--- src/rtl/memory_arbiter_pkg.sv ---
// Shared types and constants for the two-master memory arbiter.
package memory_arbiter_pkg;

  localparam int unsigned ADDR_W = 32;
  localparam int unsigned DATA_W = 32;
  localparam int unsigned MASK_W = DATA_W / 8;

  typedef enum logic [1:0] {
    IDLE  = 2'd0,
    ISSUE = 2'd1,
    WAIT  = 2'd2
  } arb_state_t;

  localparam logic MEM_READ  = 1'b0;
  localparam logic MEM_WRITE = 1'b1;

  localparam logic M_CORE  = 1'b0;
  localparam logic M_DEBUG = 1'b1;

  // One buffered memory request as held in a request slot.
  typedef struct packed {
    logic              command;
    logic [ADDR_W-1:0] address;
    logic [DATA_W-1:0] write_data;
    logic [MASK_W-1:0] write_mask;
  } mem_req_t;

endpackage

--- src/rtl/memory_arbiter_if.sv ---
// Ready/enable/command/valid memory handshake, used on both master and memory sides.
interface memory_arbiter_if #(
  parameter int unsigned ADDR_WIDTH = 32,
  parameter int unsigned DATA_WIDTH = 32
);
  localparam int unsigned MASK_WIDTH = DATA_WIDTH / 8;

  logic                  ready;
  logic                  enable;
  logic                  command;
  logic [ADDR_WIDTH-1:0] address;
  logic [DATA_WIDTH-1:0] write_data;
  logic [MASK_WIDTH-1:0] write_mask;
  logic                  valid;
  logic [DATA_WIDTH-1:0] read_data;

  // Requester side: issues commands, receives ready/valid/read_data.
  modport master (
    input  ready, valid, read_data,
    output enable, command, address, write_data, write_mask
  );

  // Responder side: accepts commands, returns ready/valid/read_data.
  modport slave (
    output ready, valid, read_data,
    input  enable, command, address, write_data, write_mask
  );

endinterface

--- src/rtl/memory_arbiter_request_slot.sv ---
// One-entry request buffer: full flag plus latched payload.
module request_slot
  import memory_arbiter_pkg::*;
(
  input  logic     clk,
  input  logic     reset,
  input  logic     load,
  input  logic     clear,
  input  mem_req_t req,
  output logic     full,
  output mem_req_t payload
);

  // load is only raised while empty and clear only while full, so they never collide.
  always_ff @(posedge clk or negedge reset) begin
    if (!reset) begin
      full    <= 1'b0;
      payload <= '0;
    end else begin
      if (clear) begin
        full <= 1'b0;
      end else if (load) begin
        full <= 1'b1;
      end
      if (load) begin
        payload <= req;
      end
    end
  end

endmodule

--- src/rtl/memory_arbiter.sv ---
// Round-robin arbiter sharing one memory port between the core (m0) and debug (m1) masters.
module memory_arbiter
  import memory_arbiter_pkg::*;
#(
  parameter int unsigned ADDR_WIDTH = ADDR_W,
  parameter int unsigned DATA_WIDTH = DATA_W
) (
  input logic              clk,
  input logic              reset,
  memory_arbiter_if.slave  m0,
  memory_arbiter_if.slave  m1,
  memory_arbiter_if.master memory
);

  localparam int unsigned MASK_WIDTH = DATA_WIDTH / 8;

  arb_state_t            state_q, state_d;
  logic                  owner_q, owner_d;
  logic                  rr_q, rr_d;
  logic                  full0, full1;
  logic                  load0, load1;
  logic                  clear0, clear1;
  logic                  resp_fire;
  logic                  issuing;
  mem_req_t              req0, req1, slot0, slot1, sel;
  logic                  valid0_q, valid1_q;
  logic [DATA_WIDTH-1:0] rdata0_q, rdata1_q;

  assign load0     = m0.enable & ~full0;
  assign load1     = m1.enable & ~full1;
  assign resp_fire = (state_q == WAIT) & memory.valid;
  assign clear0    = resp_fire & (owner_q == M_CORE);
  assign clear1    = resp_fire & (owner_q == M_DEBUG);

  assign req0 = '{command:    m0.command,
                  address:    ADDR_W'(m0.address),
                  write_data: DATA_W'(m0.write_data),
                  write_mask: MASK_W'(m0.write_mask)};
  assign req1 = '{command:    m1.command,
                  address:    ADDR_W'(m1.address),
                  write_data: DATA_W'(m1.write_data),
                  write_mask: MASK_W'(m1.write_mask)};

  request_slot u_slot0 (
    .clk     (clk),
    .reset   (reset),
    .load    (load0),
    .clear   (clear0),
    .req     (req0),
    .full    (full0),
    .payload (slot0)
  );

  request_slot u_slot1 (
    .clk     (clk),
    .reset   (reset),
    .load    (load1),
    .clear   (clear1),
    .req     (req1),
    .full    (full1),
    .payload (slot1)
  );

  always_ff @(posedge clk or negedge reset) begin
    if (!reset) begin
      state_q <= IDLE;
      owner_q <= M_CORE;
      rr_q    <= M_CORE;
    end else begin
      state_q <= state_d;
      owner_q <= owner_d;
      rr_q    <= rr_d;
    end
  end

  // Owner is the single full slot, or rr_q when both are waiting.
  always_comb begin
    state_d = state_q;
    owner_d = owner_q;
    rr_d    = rr_q;
    unique case (state_q)
      IDLE: begin
        if (full0 | full1) begin
          state_d = ISSUE;
          if (full0 & full1) begin
            owner_d = rr_q;
          end else begin
            owner_d = full1 ? M_DEBUG : M_CORE;
          end
        end
      end
      ISSUE: begin
        if (memory.ready) begin
          state_d = WAIT;
        end
      end
      WAIT: begin
        if (memory.valid) begin
          state_d = IDLE;
          rr_d    = ~owner_q;
        end
      end
      default: state_d = IDLE;
    endcase
  end

  // Command fields come straight from the owner's slot, so they stay stable while stalled.
  assign sel               = (owner_q == M_DEBUG) ? slot1 : slot0;
  assign issuing           = (state_q == ISSUE);
  assign memory.enable     = issuing & memory.ready;
  assign memory.command    = issuing ? sel.command : MEM_READ;
  assign memory.address    = issuing ? ADDR_WIDTH'(sel.address) : '0;
  assign memory.write_data = issuing ? DATA_WIDTH'(sel.write_data) : '0;
  assign memory.write_mask = issuing ? MASK_WIDTH'(sel.write_mask) : '0;

  always_ff @(posedge clk or negedge reset) begin
    if (!reset) begin
      valid0_q <= 1'b0;
      valid1_q <= 1'b0;
      rdata0_q <= '0;
      rdata1_q <= '0;
    end else begin
      valid0_q <= clear0;
      valid1_q <= clear1;
      if (clear0) begin
        rdata0_q <= memory.read_data;
      end
      if (clear1) begin
        rdata1_q <= memory.read_data;
      end
    end
  end

  assign m0.ready     = ~full0;
  assign m1.ready     = ~full1;
  assign m0.valid     = valid0_q;
  assign m1.valid     = valid1_q;
  assign m0.read_data = rdata0_q;
  assign m1.read_data = rdata1_q;

endmodule

--- src/flat_wrapper.sv ---
// flat-port wrapper written by rule: the top's interface ports become plain ports
module memory_arbiter_flat import memory_arbiter_pkg::*;
#(
  parameter int unsigned ADDR_WIDTH = ADDR_W,
  parameter int unsigned DATA_WIDTH = DATA_W
)
  (clk, reset, m0_ready, m0_valid, m0_read_data, m0_enable, m0_command, m0_address, m0_write_data, m0_write_mask, m1_ready, m1_valid, m1_read_data, m1_enable, m1_command, m1_address, m1_write_data, m1_write_mask, memory_ready, memory_valid, memory_read_data, memory_enable, memory_command, memory_address, memory_write_data, memory_write_mask);
  memory_arbiter_if #(.ADDR_WIDTH(ADDR_WIDTH), .DATA_WIDTH(DATA_WIDTH)) m0_i ();
  memory_arbiter_if #(.ADDR_WIDTH(ADDR_WIDTH), .DATA_WIDTH(DATA_WIDTH)) m1_i ();
  memory_arbiter_if #(.ADDR_WIDTH(ADDR_WIDTH), .DATA_WIDTH(DATA_WIDTH)) memory_i ();
  input logic clk;
  input logic reset;
  output wire logic [$bits(m0_i.ready)-1:0] m0_ready;
  output wire logic [$bits(m0_i.valid)-1:0] m0_valid;
  output wire logic [$bits(m0_i.read_data)-1:0] m0_read_data;
  input wire logic [$bits(m0_i.enable)-1:0] m0_enable;
  input wire logic [$bits(m0_i.command)-1:0] m0_command;
  input wire logic [$bits(m0_i.address)-1:0] m0_address;
  input wire logic [$bits(m0_i.write_data)-1:0] m0_write_data;
  input wire logic [$bits(m0_i.write_mask)-1:0] m0_write_mask;
  output wire logic [$bits(m1_i.ready)-1:0] m1_ready;
  output wire logic [$bits(m1_i.valid)-1:0] m1_valid;
  output wire logic [$bits(m1_i.read_data)-1:0] m1_read_data;
  input wire logic [$bits(m1_i.enable)-1:0] m1_enable;
  input wire logic [$bits(m1_i.command)-1:0] m1_command;
  input wire logic [$bits(m1_i.address)-1:0] m1_address;
  input wire logic [$bits(m1_i.write_data)-1:0] m1_write_data;
  input wire logic [$bits(m1_i.write_mask)-1:0] m1_write_mask;
  input wire logic [$bits(memory_i.ready)-1:0] memory_ready;
  input wire logic [$bits(memory_i.valid)-1:0] memory_valid;
  input wire logic [$bits(memory_i.read_data)-1:0] memory_read_data;
  output wire logic [$bits(memory_i.enable)-1:0] memory_enable;
  output wire logic [$bits(memory_i.command)-1:0] memory_command;
  output wire logic [$bits(memory_i.address)-1:0] memory_address;
  output wire logic [$bits(memory_i.write_data)-1:0] memory_write_data;
  output wire logic [$bits(memory_i.write_mask)-1:0] memory_write_mask;
  assign m0_ready = m0_i.ready;
  assign m0_valid = m0_i.valid;
  assign m0_read_data = m0_i.read_data;
  assign m0_i.enable = m0_enable;
  assign m0_i.command = m0_command;
  assign m0_i.address = m0_address;
  assign m0_i.write_data = m0_write_data;
  assign m0_i.write_mask = m0_write_mask;
  assign m1_ready = m1_i.ready;
  assign m1_valid = m1_i.valid;
  assign m1_read_data = m1_i.read_data;
  assign m1_i.enable = m1_enable;
  assign m1_i.command = m1_command;
  assign m1_i.address = m1_address;
  assign m1_i.write_data = m1_write_data;
  assign m1_i.write_mask = m1_write_mask;
  assign memory_i.ready = memory_ready;
  assign memory_i.valid = memory_valid;
  assign memory_i.read_data = memory_read_data;
  assign memory_enable = memory_i.enable;
  assign memory_command = memory_i.command;
  assign memory_address = memory_i.address;
  assign memory_write_data = memory_i.write_data;
  assign memory_write_mask = memory_i.write_mask;
  memory_arbiter #(.ADDR_WIDTH(ADDR_WIDTH), .DATA_WIDTH(DATA_WIDTH)) u_core (.clk(clk), .reset(reset), .m0(m0_i), .m1(m1_i), .memory(memory_i));
endmodule
--- config.mk ---
export PLATFORM = sky130hd
export DESIGN_NAME = memory_arbiter_flat
export DESIGN_NICKNAME = d
export VERILOG_FILES = /design/src/rtl/memory_arbiter_pkg.sv /design/src/rtl/memory_arbiter_if.sv /design/src/rtl/memory_arbiter_request_slot.sv /design/src/rtl/memory_arbiter.sv /design/src/flat_wrapper.sv
export SDC_FILE = /design/constraint.sdc
export NUM_CORES = 1
export LEC_CHECK = 0
export ABC_AREA = 1
export BUFFER_PORTS_ARGS = -buffer_cell sky130_fd_sc_hd__buf_2
export CAP_MARGIN = 20
export CORE_MARGIN = 2
export CORE_UTILIZATION = 45
export CTS_BUF_LIST = sky130_fd_sc_hd__clkbuf_8
export CTS_CLUSTER_SIZE = 30
export DETAILED_ROUTE_END_ITERATION = 10
export PLACE_DENSITY_LB_ADDON = 0.1
export SYNTH_ARGS = -nofsm -noshare
export SYNTH_HDL_FRONTEND = slang
export SYNTH_SLANG_ARGS = --single-unit
--- constraint.sdc ---
create_clock -name clk -period 1.9 [get_ports clk]
set_input_delay 0 -clock clk [delete_from_list [all_inputs] [get_ports clk]]
set_output_delay 0 -clock clk [all_outputs]
set_load 0.03 [all_outputs]
Yosys cells after proc, flatten, opt, wreduce, memory -nomap -nowiden

Cells that the tools add are included.

Flip-flop bits (word level): 210
Latch bits: 0
Memory bits (writable): 0
Bits in read-only memories: 0
Input port bits: 176
Output and inout port bits: 138
Logic and storage cells: 54
Memories kept: 0

Add/sub/neg operators: 0
Multipliers: 0
Div/mod/pow operators: 0
Order comparisons: 0
Equality and inequality tests: 5
Shift-type cells: 0
Muxes and demuxes: 15
Bitwise logic cells: 11
Reduce and logical (&&, ||, !) cells: 6

Operators by type and width:

| operator           | count |
|---|---|
| $mux 69            | 1 |
| $mux 32            | 2 |
| $and 1x1->1        | 7 |
| $mux 1             | 7 |
| $mux 2             | 3 |
| $pmux 2 s3         | 1 |
| $mux 4             | 1 |
| $ne 2x2->1 const B | 2 |
| $reduce_and 2->1   | 2 |
| $reduce_bool 2->1  | 2 |
| $not 1->1          | 3 |
| $reduce_and 3->1   | 1 |
| $eq 2x1->1 const B | 1 |
| $eq 2x2->1 const B | 1 |
| $logic_not 2->1    | 1 |
| $ne 2x1->1 const B | 1 |
| $or 1x1->1         | 1 |

Logic depth before layout (Yosys ltp)

Depth after elaboration: 4
Gate-level depth with buffers: 6
Mapped depth without buffers: 5

Modules after synthesis

From an unflattened synthesis, not the netlist that was laid out.

Cells, all modules: 1139
Area total of the unflattened synthesis: 9128.8 sq um

By module, submodules not included:

| module         | times used | cells each | area an instance (sq um) | sequential area each (sq um) |
|---|---|---|---|---|
| request_slot   | 2          | 295        | 2632.5                   | 1751.7 |
| memory_arbiter | 1          | 549        | 3863.7                   | 1751.7 |

Worst setup path after synthesis

Ideal clock, no wire load.

Path type: register -> output
From: reg u_core.owner_q
To: out memory_address[0]
Arrival time: 1.420 ns
Data required time: 1.900 ns
Setup slack: 0.480 ns
Stages on the path, launching flop included: 7
Buffers on the path: 3
Cells stage by stage: dfrtp_1 > buf_2 > inv_1 > buf_2 > buf_2 > nand2_1 > a21oi_1

Longest elaborated chain between the ends: 2

RTL lines:

| what                     | RTL line              | RTL |
|---|---|---|
| start: declaration       | memory_arbiter.sv:18  | `logic owner_q, owner_d;` |
| start signal: assignment | memory_arbiter.sv:71  | `owner_q <= owner_d;` |
| $mux 69                  | memory_arbiter.sv:108 | `assign sel = (owner_q == M_DEBUG) ? slot1 : slot0;` |
| $mux 32                  | memory_arbiter.sv:112 | `assign memory.address = issuing ? ADDR_WIDTH'(sel.address) : '0;` |
| end: declaration         | flat_wrapper.sv:34    | `output wire logic [$bits(memory_i.address)-1:0] memory_address;` |

No other way between the ends.

Final worst setup path

From: reg u_core.owner_q
To: out memory_write_data[31]

Longest elaborated chain between the ends: 2

RTL lines:

| what             | RTL line              | RTL |
|---|---|---|
| $mux 69          | memory_arbiter.sv:108 |  |
| $mux 32          | memory_arbiter.sv:113 | `assign memory.write_data = issuing ? DATA_WIDTH'(sel.write_data) : '0;` |
| end: declaration | flat_wrapper.sv:35    | `output wire logic [$bits(memory_i.write_data)-1:0] memory_write_data;` |

No other way between the ends.

==> results_dict.tcl <==
set metrics [dict create \
    status "complete, no violations" \
    dieArea_um2 21800 \
    yosysWarnings 0 \
    yosysTopAreaCell "dfrtp_1" \
    path_class "reg -> out" \
    fillers 1656 \
    cts_tree "built" \
    r2r_cells 4 \
    skew_ns 0.0169 \
    slew_headroom 0.551 \
    drive_gt1_frac 0.251 \
    grt_usage 0.287 \
    r2r_slack_ns 0.31 \
    p_leak_nw 7.48 \
    clkLatencyLatePin_ns 0.52 \
    grt_pass1_wl_um 50200 \
    post-cts-setup-buffers 0 \
    power_density_nw_per_um2 1520 \
    syn_area_um2 9300 \
    drv_slew 0 \
    fin_nets 1801 \
    vias_per_cell 5.13 \
    portBuffers 313 \
    cp-end-kind "primary output" \
    grt_max_degree 71 \
    yosysMostFrequentCell "nand2_1" \
    dp_hpwl_um 18200 \
    cts_buffers 37 \
    area_growth_pct 49.3 \
    coreArea_um2 20200 \
    yosys-top-cells-count "nand2_1, dfrtp_1, nand3_1" \
    rows 52 \
    wl_um 32100 \
    vias 9859 \
    synth_edf_count 0 \
    ys_types 16 \
    die_h_um 148 \
    antenna_found_initial 0 \
    postSynthAreaPerCell_um2 8.08 \
    p_total_mw 21.1 \
    syn_nets 1326 \
    hp-class "in -> async" \
    drtIter0Drc 623 \
    hold_viol 0 \
    cts_buffer_depth 3 \
    firstDrtPassIters 5 \
    dpl.cell_count 1668 \
    crit_path_max_fanout 17 \
    cp.arrival_ns 1.88 \
    setup_viol 0 \
    wl_per_cell_um 16.7 \
    critical_path_required_ns 1.90 \
    drv_cap 0 \
    stdcell_count 1921 \
    ios 314 \
    tightest_slew_ns 0.674 \
    synth_ff_type "dfrtp_1" \
    gp_congestion 0.819 \
    ys_seq_elements 210 \
    overflow 0 \
    crit_chain "inv_6 > buf_16 > nand2_1 > a21oi_1 > clkbuf_4" \
    cp-start-kind "flip-flop" \
    cp.depth 5 \
    cp_slowest_cell "dfrtp_4" \
    critPathTopFamily "buffers and inverters" \
    path_buf_inv 3 \
    start_util 0.459 \
    async_flop_share 1.00 \
    grt_pass1_vias 9839 \
    finalCritPeriodShare 0.988 \
    fin_crit_ns 1.88 \
    synth.area.top_cells "dfrtp_1, nand2_1, nand3_1" \
    die_w_um 148 \
    drc 0 \
    cts.sinks 210 \
    rsz0062_at_grt "true" \
    clk_pin_slew_ns 0.06 \
    critPathMaxStageDelay_ns 0.52 \
    vdd_drop_max_mv 0.885 \
    h-tree-depth 2 \
    synth_top_area_share 0.565 \
    yosysSeqAreaShare 0.565 \
    syn_inst 1150 \
    ant_nets 0 \
    max_freq_mhz 533 \
    root_buffer "clkbuf_8" \
]
logic make-up after synthesis:
logic type             Yosys count  synth area share
and+or+nand+nor                762             0.345
DFF                            210             0.565
AOI/OAI and AO/OA               73            0.0394
buffers and inverters          105            0.0505
per-stage QoR:
stage	setup slack, ns	TNS, ns	utilization	hold slack [ns]	area (um^2)
CTS	-0.0362	-0.503	0.680	0.0197	13800
global route	-0.0403	-0.497	0.686	0.0371	13900
floorplan	0.480	0	-	-0.296	9300
finish	0.0234	0	0.686	0.0225	13900
global placement	0.380	0	0.549	0.0212	11100
detailed placement	0.353	0	0.549	0.0200	11100
power breakdown:
| part | leakage, nW | internal [mW] | switching [mW] |
|---|---|---|---|
| registers | 2.65 | 6.39 | 1.09 |
| clock network | 0.421 | 2.25 | 1.86 |
| logic | 4.40 | 3.01 | 6.50 |
cells in the final DEF (no fill, tap or decap), types with 4 or more instances in the layout:
cell,n
dfrtp_1,209
clkbuf_4,11
nand3_1,139
buf_2,293
a21oi_2,7
nor2_1,4
buf_4,27
clkbuf_8,49
dlygate4sd3_1,185
buf_12,7
inv_1,18
a21oi_1,62
nand2_1,549
nand4_1,66
worst paths after layout:
kind | to | start
min in group clk | u_core.u_slot0.payload[61]$_DFFE_PN0P_ | m0_enable
max | memory_write_data[31] | u_core.owner_q$_DFFE_PN0P_
max in group asynchronous | u_core.u_slot0.payload[46]$_DFFE_PN0P_ | reset
min | u_core.u_slot0.payload[10]$_DFFE_PN0P_ | reset
min reg2reg | u_core.m0.read_data[30]$_DFFE_PN0P_ | u_core.m0.read_data[30]$_DFFE_PN0P_
max reg2reg | u_core.u_slot1.payload[55]$_DFFE_PN0P_ | u_core.u_slot1.full$_DFFE_PN0P_
sequential cells by signal, summed over array words and instances, names as in the netlist:
register                cells
u_core.owner_q              1
u_core.state_q              2
u_core.m0.read_data        32
u_core.u_slot1.full         1
u_core.m1.valid             1
u_core.rr_q                 1
u_core.m1.read_data        32
u_core.u_slot0.payload     69
u_core.u_slot0.full         1
u_core.u_slot1.payload     69
u_core.m0.valid             1
cell type report:
cell class / count / area (um^2) / area share
Sequential cell: 210 / 5260 / 0.379
Timing Repair Buffer: 531 / 3900 / 0.281
Multi-Input combinational cell: 835 / 3610 / 0.260
Clock buffer: 48 / 661 / 0.0476
Tap cell: 270 / 338 / 0.0243
Clock inverter: 16 / 67.6 / 0.00487
Inverter: 10 / 42.5 / 0.00306
Antenna cell: 1 / 2.50 / 0.000180
routing by layer:
metal  vias to the layer above  wire (um)  GRT usage
met5                         -          0          0
met4                         0       1210      0.130
met3                        94       2430     0.0617
met2                       457      15300      0.457
met1                      4611      13200      0.378
li1                       4697          -          -
timing repair:
action / 4_1_cts / 5_1_grt
endpoints found under the hold margin: 414 / 0
hold buffers: 185 / 0
gates cloned: 1 / 2
endpoints found under the setup margin: 33 / 42
gates resized for setup: 13 / 28
(Power assumes the default switching activity.)
